--- config.mk ---
export PLATFORM = sky130hd
export DESIGN_NAME = parking_time_tracker_flat
export DESIGN_NICKNAME = d
export VERILOG_FILES = /design/src/rtl/parking_time_tracker_if.sv /design/src/rtl/parking_time_tracker.sv /design/src/flat_wrapper.sv
export SDC_FILE = /design/constraint.sdc
export NUM_CORES = 1
export LEC_CHECK = 0
export ABC_AREA = 1
export CAP_MARGIN = 20
export CORE_ASPECT_RATIO = 0.6
export CORE_UTILIZATION = 50
export CTS_CLUSTER_SIZE = 14
export DETAILED_ROUTE_END_ITERATION = 7
export GPL_ROUTABILITY_DRIVEN = 0
export PLACE_DENSITY = 0.71
export SETUP_SLACK_MARGIN = 0.5
export SLEW_MARGIN = 25
export SYNTH_ARGS = -nofsm -noshare
export SYNTH_HDL_FRONTEND = slang
export SYNTH_SLANG_ARGS = --single-unit
--- constraint.sdc ---
create_clock -name clk -period 6.81 [get_ports clk]
set_input_delay 1.362 -clock clk [delete_from_list [all_inputs] [get_ports clk]]
set_output_delay 1.362 -clock clk [all_outputs]
set_load 0.02 [all_outputs]
--- src/rtl/parking_time_tracker_if.sv ---
// Request/response bundle between the parking lot front-end and parking_time_tracker.
// master = requester/consumer side, slave = tracker side.
interface parking_time_tracker_if #(
    parameter int SLOT_W = 3
);
    logic              car_enter;
    logic              enter_ack;
    logic              enter_reject;
    logic [SLOT_W-1:0] enter_slot;
    logic              car_exit;
    logic [SLOT_W-1:0] exit_slot;
    logic              exit_ready;
    logic              exit_err;
    logic [7:0]        time_in;
    logic [7:0]        time_out;
    logic              pair_valid;
    logic              pair_ready;
    logic              pair_ovf;
    logic [SLOT_W:0]   occupancy;
    logic              full;
    logic [7:0]        time_now;

    modport master (
        output car_enter, car_exit, exit_slot, pair_ready,
        input  enter_ack, enter_reject, enter_slot, exit_ready, exit_err,
               time_in, time_out, pair_valid, pair_ovf, occupancy, full, time_now
    );

    modport slave (
        input  car_enter, car_exit, exit_slot, pair_ready,
        output enter_ack, enter_reject, enter_slot, exit_ready, exit_err,
               time_in, time_out, pair_valid, pair_ovf, occupancy, full, time_now
    );
endinterface

--- src/rtl/parking_time_tracker.sv ---
// Parking clock, slot allocation table and {time_in, time_out} pair producer.
// Optional stay-overflow flag per slot enabled by defining PT_OVERFLOW_DETECT_EN.
module parking_time_tracker #(
    parameter int SLOTS    = 8,
    parameter int SLOT_W   = 3,
    parameter int TICK_DIV = 4
) (
    input  logic                  clk,
    input  logic                  reset,
    parking_time_tracker_if.slave bus
);
    localparam int PW = (TICK_DIV > 1) ? $clog2(TICK_DIV) : 1;

    logic [PW-1:0]     presc_reg;
    logic [7:0]        time_now_reg;
    logic              tick;
    logic [SLOT_W:0]   occupancy_reg;
    logic              full;
    logic              enter_ack_reg, enter_reject_reg, exit_err_reg;
    logic [SLOT_W-1:0] enter_slot_reg;
    logic              pair_valid_reg;
    logic [7:0]        time_in_reg, time_out_reg;

    logic [SLOTS-1:0]  occ_vec, alloc_vec, free_vec;
    logic [7:0]        ts_arr [SLOTS];
    logic [SLOT_W-1:0] alloc_idx;
    logic              enter_fire, exit_ready, exit_fire, exit_in_range, exit_hit, exit_ok;

    assign tick = (presc_reg == PW'(TICK_DIV - 1));

    always_ff @(posedge clk) begin
        if (reset) begin
            presc_reg    <= '0;
            time_now_reg <= '0;
        end else if (tick) begin
            presc_reg    <= '0;
            time_now_reg <= time_now_reg + 8'd1;
        end else begin
            presc_reg    <= presc_reg + PW'(1);
        end
    end

    // Lowest-index free slot, taken from the mask before any same-cycle exit.
    always_comb begin
        alloc_idx = '0;
        for (int i = SLOTS - 1; i >= 0; i--) begin
            if (!occ_vec[i]) alloc_idx = SLOT_W'(i);
        end
    end

    assign full          = (occupancy_reg == (SLOT_W+1)'(SLOTS));
    assign enter_fire    = bus.car_enter && !full;
    assign exit_ready    = !pair_valid_reg || bus.pair_ready;
    assign exit_fire     = bus.car_exit && exit_ready;
    assign exit_in_range = ({1'b0, bus.exit_slot} < (SLOT_W+1)'(SLOTS));
    assign exit_hit      = exit_in_range && occ_vec[bus.exit_slot];
    assign exit_ok       = exit_fire && exit_hit;

`ifdef PT_OVERFLOW_DETECT_EN
    logic [SLOTS-1:0] wrap_vec;
    logic [7:0]       time_now_inc;
    logic             pair_ovf_reg;
    assign time_now_inc = time_now_reg + 8'd1;
`endif

    genvar gi;
    for (gi = 0; gi < SLOTS; gi++) begin : g_slot
        logic       occ_q;
        logic [7:0] ts_q;

        assign alloc_vec[gi] = enter_fire && (alloc_idx == SLOT_W'(gi));
        assign free_vec[gi]  = exit_ok && (bus.exit_slot == SLOT_W'(gi));
        assign occ_vec[gi]   = occ_q;
        assign ts_arr[gi]    = ts_q;

        always_ff @(posedge clk) begin
            if (reset)              occ_q <= 1'b0;
            else if (alloc_vec[gi]) occ_q <= 1'b1;
            else if (free_vec[gi])  occ_q <= 1'b0;
        end

        always_ff @(posedge clk) begin
            if (alloc_vec[gi]) ts_q <= time_now_reg;
        end

`ifdef PT_OVERFLOW_DETECT_EN
        // Clock coming round to the entry stamp again means a full 256-unit lap.
        logic wrap_q;
        assign wrap_vec[gi] = wrap_q;
        always_ff @(posedge clk) begin
            if (reset)                                        wrap_q <= 1'b0;
            else if (alloc_vec[gi])                           wrap_q <= 1'b0;
            else if (tick && occ_q && (time_now_inc == ts_q)) wrap_q <= 1'b1;
        end
`endif
    end

    always_ff @(posedge clk) begin
        if (reset) begin
            enter_ack_reg    <= 1'b0;
            enter_reject_reg <= 1'b0;
            enter_slot_reg   <= '0;
            exit_err_reg     <= 1'b0;
            occupancy_reg    <= '0;
        end else begin
            enter_ack_reg    <= enter_fire;
            enter_reject_reg <= bus.car_enter && full;
            exit_err_reg     <= exit_fire && !exit_hit;
            if (enter_fire) enter_slot_reg <= alloc_idx;
            case ({enter_fire, exit_ok})
                2'b10:   occupancy_reg <= occupancy_reg + (SLOT_W+1)'(1);
                2'b01:   occupancy_reg <= occupancy_reg - (SLOT_W+1)'(1);
                default: occupancy_reg <= occupancy_reg;
            endcase
        end
    end

    // Pair register: a new exit overwrites a pair being consumed this cycle, so no bubble.
    always_ff @(posedge clk) begin
        if (reset) begin
            pair_valid_reg <= 1'b0;
            time_in_reg    <= '0;
            time_out_reg   <= '0;
        end else if (exit_ok) begin
            pair_valid_reg <= 1'b1;
            time_in_reg    <= ts_arr[bus.exit_slot];
            time_out_reg   <= time_now_reg;
        end else if (bus.pair_ready) begin
            pair_valid_reg <= 1'b0;
        end
    end

`ifdef PT_OVERFLOW_DETECT_EN
    always_ff @(posedge clk) begin
        if (reset)        pair_ovf_reg <= 1'b0;
        else if (exit_ok) pair_ovf_reg <= wrap_vec[bus.exit_slot];
    end
    assign bus.pair_ovf = pair_ovf_reg;
`else
    assign bus.pair_ovf = 1'b0;
`endif

    assign bus.enter_ack    = enter_ack_reg;
    assign bus.enter_reject = enter_reject_reg;
    assign bus.enter_slot   = enter_slot_reg;
    assign bus.exit_ready   = exit_ready;
    assign bus.exit_err     = exit_err_reg;
    assign bus.time_in      = time_in_reg;
    assign bus.time_out     = time_out_reg;
    assign bus.pair_valid   = pair_valid_reg;
    assign bus.occupancy    = occupancy_reg;
    assign bus.full         = full;
    assign bus.time_now     = time_now_reg;
endmodule

--- src/flat_wrapper.sv ---
// flat-port wrapper written by rule: the top's interface ports become plain ports
module parking_time_tracker_flat 
#(
    parameter int SLOTS    = 8,
    parameter int SLOT_W   = 3,
    parameter int TICK_DIV = 4
)
  (clk, reset, bus_car_enter, bus_car_exit, bus_exit_slot, bus_pair_ready, bus_enter_ack, bus_enter_reject, bus_enter_slot, bus_exit_ready, bus_exit_err, bus_time_in, bus_time_out, bus_pair_valid, bus_pair_ovf, bus_occupancy, bus_full, bus_time_now);
  parking_time_tracker_if #(.SLOT_W(SLOT_W)) bus_i ();
  input  logic clk;
  input  logic reset;
  input wire logic [$bits(bus_i.car_enter)-1:0] bus_car_enter;
  input wire logic [$bits(bus_i.car_exit)-1:0] bus_car_exit;
  input wire logic [$bits(bus_i.exit_slot)-1:0] bus_exit_slot;
  input wire logic [$bits(bus_i.pair_ready)-1:0] bus_pair_ready;
  output wire logic [$bits(bus_i.enter_ack)-1:0] bus_enter_ack;
  output wire logic [$bits(bus_i.enter_reject)-1:0] bus_enter_reject;
  output wire logic [$bits(bus_i.enter_slot)-1:0] bus_enter_slot;
  output wire logic [$bits(bus_i.exit_ready)-1:0] bus_exit_ready;
  output wire logic [$bits(bus_i.exit_err)-1:0] bus_exit_err;
  output wire logic [$bits(bus_i.time_in)-1:0] bus_time_in;
  output wire logic [$bits(bus_i.time_out)-1:0] bus_time_out;
  output wire logic [$bits(bus_i.pair_valid)-1:0] bus_pair_valid;
  output wire logic [$bits(bus_i.pair_ovf)-1:0] bus_pair_ovf;
  output wire logic [$bits(bus_i.occupancy)-1:0] bus_occupancy;
  output wire logic [$bits(bus_i.full)-1:0] bus_full;
  output wire logic [$bits(bus_i.time_now)-1:0] bus_time_now;
  assign bus_i.car_enter = bus_car_enter;
  assign bus_i.car_exit = bus_car_exit;
  assign bus_i.exit_slot = bus_exit_slot;
  assign bus_i.pair_ready = bus_pair_ready;
  assign bus_enter_ack = bus_i.enter_ack;
  assign bus_enter_reject = bus_i.enter_reject;
  assign bus_enter_slot = bus_i.enter_slot;
  assign bus_exit_ready = bus_i.exit_ready;
  assign bus_exit_err = bus_i.exit_err;
  assign bus_time_in = bus_i.time_in;
  assign bus_time_out = bus_i.time_out;
  assign bus_pair_valid = bus_i.pair_valid;
  assign bus_pair_ovf = bus_i.pair_ovf;
  assign bus_occupancy = bus_i.occupancy;
  assign bus_full = bus_i.full;
  assign bus_time_now = bus_i.time_now;
  parking_time_tracker #(.SLOTS(SLOTS), .SLOT_W(SLOT_W), .TICK_DIV(TICK_DIV)) u_core (.clk(clk), .reset(reset), .bus(bus_i));
endmodule
Yosys cells after proc, flatten, opt, wreduce, memory -nomap -nowiden
Cells that the tools add are included.
{ "totals": {"reg_bits": 109, "input_bits": 8, "out_inout_bits": 38, "elab_cells": 121} }
{ "classes": {"addsub": 4, "magnitude_cmp": 2, "n_eq_ne": 18, "mux": 32, "bitwise_logic": 1, "n_reduce_logical": 38} }
{ "ops": {"columns": ["operator", "n"], "rows": [
  ["binary-select mux 8 bit (select 3 bit)", 1],
  ["equality test 3 bit (second input constant)", 8],
  ["2-to-1 mux 3 bit", 8],
  ["logical AND 1 bit", 21],
  ["nonzero test 2 bit", 10],
  ["2-to-1 mux 1 bit", 19],
  ["2-to-1 mux 8 bit", 2],
  ["equality test 3 x 2 -> 1 bit (second input constant)", 4],
  ["adder 8 x 1 -> 8 bit (second input constant)", 1],
  ["case mux 4 bit (2 select lines)", 1],
  ["equality test 3 x 1 -> 1 bit (second input constant)", 2],
  ["logical NOT 3 bit", 2],
  ["adder 4 x 1 -> 4 bit (second input constant)", 1],
  ["equality test 2 bit (second input constant)", 2],
  ["equality test 4 bit (second input constant)", 1],
  ["greater-or-equal comparator 4 bit (second input constant)", 1],
  ["less-than comparator 3 x 4 -> 1 bit (second input constant)", 1],
  ["inverter 3 -> 4 bit", 1],
  ["subtractor 4 x 1 -> 4 bit (second input constant)", 1],
  ["binary-select mux 1 bit (select 3 bit)", 1],
  ["logical NOT 1 bit", 3],
  ["adder 2 x 1 -> 2 bit (second input constant)", 1],
  ["equality test 2 x 1 -> 1 bit (second input constant)", 1],
  ["OR reduction 2 bit", 1],
  ["logical OR 1 bit", 1]
]} }

Longest topological paths before layout
{ "logic_depth": {"ltp_word": 11, "depth_mapped": 17, "ltp_nobuf": 15} }

Worst setup path after synthesis
Ideal clock, no wire load.
{ "synth_path": {"kind": "in2reg", "startpoint": "input bus_pair_ready", "endpoint": "register u_core.occupancy_reg[2] (netlist: u_core.bus.occupancy[2])", "arrival_time_ps": 3260, "path_slack_ps": 3434, "cell_stages": 14, "path_buffers": 1, "path_cell_list": "inv_1 -> nand2_1 -> nand2_1 -> clkinv_1 -> nand3_4 -> inv_4 -> buf_12 -> ha_1 -> xor2_1 -> ha_1 -> a21oi_1 -> xnor2_1 -> o21ai_0 -> inv_1"} }
{ "synth_via": {"elab_chain_cells": 5} }
{ "synth_rtl": {"columns": ["item", "line_no", "rtl"], "rows": [
  ["from (decl)", "flat_wrapper.sv:15", "input wire logic [$bits(bus_i.pair_ready)-1:0] bus_pair_ready;"],
  ["logical OR 1 bit *", "parking_time_tracker.sv:53", "assign exit_ready = !pair_valid_reg || bus.pair_ready;"],
  ["via bus_exit_ready", "flat_wrapper.sv:19", "output wire logic [$bits(bus_i.exit_ready)-1:0] bus_exit_ready;"],
  ["logical AND 1 bit *", "parking_time_tracker.sv:54", "assign exit_fire = bus.car_exit && exit_ready;"],
  ["logical AND 1 bit *", "parking_time_tracker.sv:57", "assign exit_ok = exit_fire && exit_hit;"],
  ["via u_core.exit_ok", "parking_time_tracker.sv:27", "logic enter_fire, exit_ready, exit_fire, exit_in_range, exit_hit, exit_ok;"],
  ["equality test 2 x 1 -> 1 bit / equality test 2 bit (equally long branches)", "parking_time_tracker.sv:110", "case ({enter_fire, exit_ok})"],
  ["case mux 4 bit (2 select lines) / nonzero test 2 bit (equally long branches)", null, null],
  ["to (signal assigned)", "parking_time_tracker.sv:111", "2'b10: occupancy_reg <= occupancy_reg + (SLOT_W+1)'(1);"],
  ["to (signal assigned)", "parking_time_tracker.sv:112", "2'b01: occupancy_reg <= occupancy_reg - (SLOT_W+1)'(1);"],
  ["to (signal assigned)", "parking_time_tracker.sv:113", "default: occupancy_reg <= occupancy_reg;"],
  ["to (decl)", "parking_time_tracker.sv:17", "logic [SLOT_W:0] occupancy_reg;"]
]} }
Mark *: on every way through the listed nets, which the timed path passes. The rest lies on a longest branch.
A chain may end at the register's enable or synchronous reset.

Final worst setup path
{ "layout_path": {"startpoint": "input bus_exit_slot[2]", "endpoint": "register u_core.occupancy_reg[2] (netlist: u_core.bus.occupancy[2])"} }
{ "layout_via": {"elab_chain_cells": 5} }
{ "layout_rtl": {"columns": ["item", "line_no", "rtl"], "rows": [
  ["from (decl)", "flat_wrapper.sv:14", "input wire logic [$bits(bus_i.exit_slot)-1:0] bus_exit_slot;"],
  ["binary-select mux 1 bit (select 3 bit) *", "parking_time_tracker.sv:56", "assign exit_hit = exit_in_range && occ_vec[bus.exit_slot];"],
  ["2-to-1 mux 1 bit (not written as such) *", "parking_time_tracker.sv:56", null],
  ["logical AND 1 bit *", "parking_time_tracker.sv:57", null],
  ["equality test 2 x 1 -> 1 bit / equality test 2 bit (equally long branches)", "parking_time_tracker.sv:110", null],
  ["case mux 4 bit (2 select lines) / nonzero test 2 bit (equally long branches)", null, null]
]} }
Every way passes the cells marked *; elsewhere a longest branch is shown, timed or not. The select of a mux whose other input is x is not followed.

==> flow_metrics.tcl <==
set metrics [dict create \
    outcome "finished, violations left" \
    violations "design-rule violations" \
    num_vias 3354 \
    clk_pin_slew_ns 0.06 \
    fp-row-count 26 \
    drt-initial-drc-count 374 \
    synthFlopType "edfxtp_1" \
    grt_pass1_vias 3128 \
    final_nets 517 \
    post-cts-setup-buffers 0 \
    wl_met1_um 5070 \
    die_y_um 76.0 \
    ys_seq_area_share_pct 61.8 \
    syn_area_um2 4570 \
    synth_top_cell_area_share_pct 42.1 \
    path_buf_inv 4 \
    tightestPinTransition_ns 0.780 \
    max_freq_mhz 244 \
    ant_nets 0 \
    wire_per_inst_um 16.8 \
    yosys_warnings 0 \
    dr.pass1.iters 8 \
    async_reset_ff_share_pct 0 \
    root_buffer "clkbuf_16" \
    synth.area.top_cells "edfxtp_1 42%, dfxtp_1 20%, nand2_1 14%" \
    required_ns 7.05 \
    met3_length_um 816 \
    synth_top_area_cell "edfxtp_1" \
    clock_latency_ns 0.34 \
    cp.arrival_ns 4.34 \
    min_period_ns 4.10 \
    path_cells "clkdlybuf4s50_1 > inv_2 > nand3_4 > nand3_4 > inv_4 > ha_1 > xor2_1 > ha_1 > a21oi_1 > xnor2_1 > o21ai_0 > inv_1" \
    postSynthCellCount 465 \
    cap_violations 0 \
    netlist_top_cells_count "165 x nand2_1, 64 x edfxtp_1, 45 x dfxtp_1, 28 x inv_1, 27 x nand4_1" \
    top_register "u_core.g_slot.ts_q" \
    cts_buffer_depth 2 \
    grt_first_pass_wirelength_um 17000 \
    port_buffers 44 \
    cts_inserted_buffers 9 \
    synthesis.nets 478 \
    grt_max_degree 34 \
    areaGrowthSynthToFinish_pct 17.1 \
    relSlewSlack_pct 48.0 \
    wl_um 10400 \
    final-setup-viol-count 0 \
    synth_edf_count 64 \
    rsz0062_at_grt "no" \
    period_share_pct 60.2 \
    initial_utilization_pct 52.6 \
    hold_class "flop to flop" \
    p_per_area_nw_per_um2 256 \
    endpoint_kind "flop" \
    finClkSkew_ns 0.00521 \
    dpl.hpwl_um 7020 \
    grt_overflow_total 0 \
    largest_reg_flops 64 \
    cts_hold_buf 0 \
    drv_slew 0 \
    cts_sinks 109 \
    wl_met2_um 4460 \
    synth_seq_cells 109 \
    avgSynthCellArea_um2 9.82 \
    setup_tns_ns 0 \
    worst-path-max-fanout 18 \
    total_power_mw 1.37 \
    cts_resized 0 \
    synth_most_common_cell "nand2_1" \
    die_area_um2 9540 \
    top_layer "met4" \
    peakVddDrop_mv 0.141 \
    cts_tree "yes" \
    vias_per_cell 5.40 \
    cts_max_level 3 \
    startpoint_type "input port" \
    grt_antenna_before_repair 0 \
    core_area_um2 8690 \
    ys_types 33 \
    drc 2 \
    die_w_um 125 \
    cpPeakStageDelay_ns 0.91 \
    diodes 0 \
    ios 46 \
    fillers 716 \
    cellLeakagePower_nw 2.04 \
    crit_path_top_delay_cell "clkdlybuf4s50_1" \
    grt.total_usage_pct 23.6 \
    hold_viol 0 \
    criticalPathCategory "input port to flop" \
    critical-path-top-delay-family "buffers and inverters" \
    drive_gt1_share_pct 8.84 \
    final_core_util_pct 61.6 \
]
power breakdown:
part	switching, mW	internal [mW]
logic	0.0708	0.0378
clock network	0.218	0.321
registers	0.0147	0.710
total	0.303	1.07
path summary, 6_finish.rpt:
kind,startpoint,end,slack (ns),depth (start not counted)
setup / recovery,bus_exit_slot[2],u_core.bus.occupancy[2]$_SDFFE_PP0P_,2.71,12
hold reg to reg,u_core.presc_reg[0]$_SDFF_PP0_,u_core.presc_reg[0]$_SDFF_PP0_,0.43,1
hold / removal,u_core.presc_reg[0]$_SDFF_PP0_,u_core.presc_reg[0]$_SDFF_PP0_,0.43,1
setup reg to reg,u_core.bus.pair_valid$_SDFFE_PP0P_,u_core.bus.occupancy[2]$_SDFFE_PP0P_,4.27,12
per-stage QoR:
step	cells	instance area [um2]	setup slack, ns	hold WS [ns]
after floorplan	465	4570	3.43	0.404
after global placement	605	5040	2.52	0.412
after detailed placement	605	5040	2.41	0.423
after CTS	621	5350	2.75	0.432
after global routing	621	5350	2.40	0.452
final	621	5350	2.71	0.427
cells in the final DEF (no fill, tap or decap), drive strengths merged:
master           n
dfxtp           45
nor3             8
nor2            25
inv             31
nand2          178
ha               5
clkbuf          11
a211oi           1
xor2             4
nand4           27
o211ai           1
a21oi           32
clkinv           4
conb             1
nand3           15
edfxtp          64
nor3b            1
bufinv           2
clkdlybuf4s50   44
clkinvlp         1
a31oi            1
xnor2            1
o21ai            6
buf              1
metal layers:
layer / up-vias / GRT usage (%)
met1: 1575 / 35.8
met3: 11 / 5.20
met4: 0 / 6.10
li1: 1630 / -
met5: - / 0
met2: 138 / 34.0
logic make-up (layout without fill, tap and decap cells):
group / count (synthesis) / in the layout / synth area share (%)
buffers and inverters: 50 / 94 / 5.45
XOR/XNOR: 5 / 5 / 0.959
AO/OA/AOI/OAI: 41 / 41 / 5.37
adder cells (fa/ha/maj): 5 / 5 / 1.37
flip-flops: 109 / 109 / 61.8
AND/OR/NAND/NOR: 254 / 254 / 25.0
other: 1 / 1 / 0.0821
layout make-up:
cell class / instances / area (um2) / area share (%)
inverter: 33 / 134 / 2.50
clock buffer: 11 / 233 / 4.35
timing repair buffer: 45 / 448 / 8.37
multi-input combinational: 306 / 1500 / 28.0
clock inverter: 5 / 76.3 / 1.43
tap: 112 / 140 / 2.62
sequential: 109 / 2820 / 52.8
No activity file was read; power rests on OpenSTA's default activity.
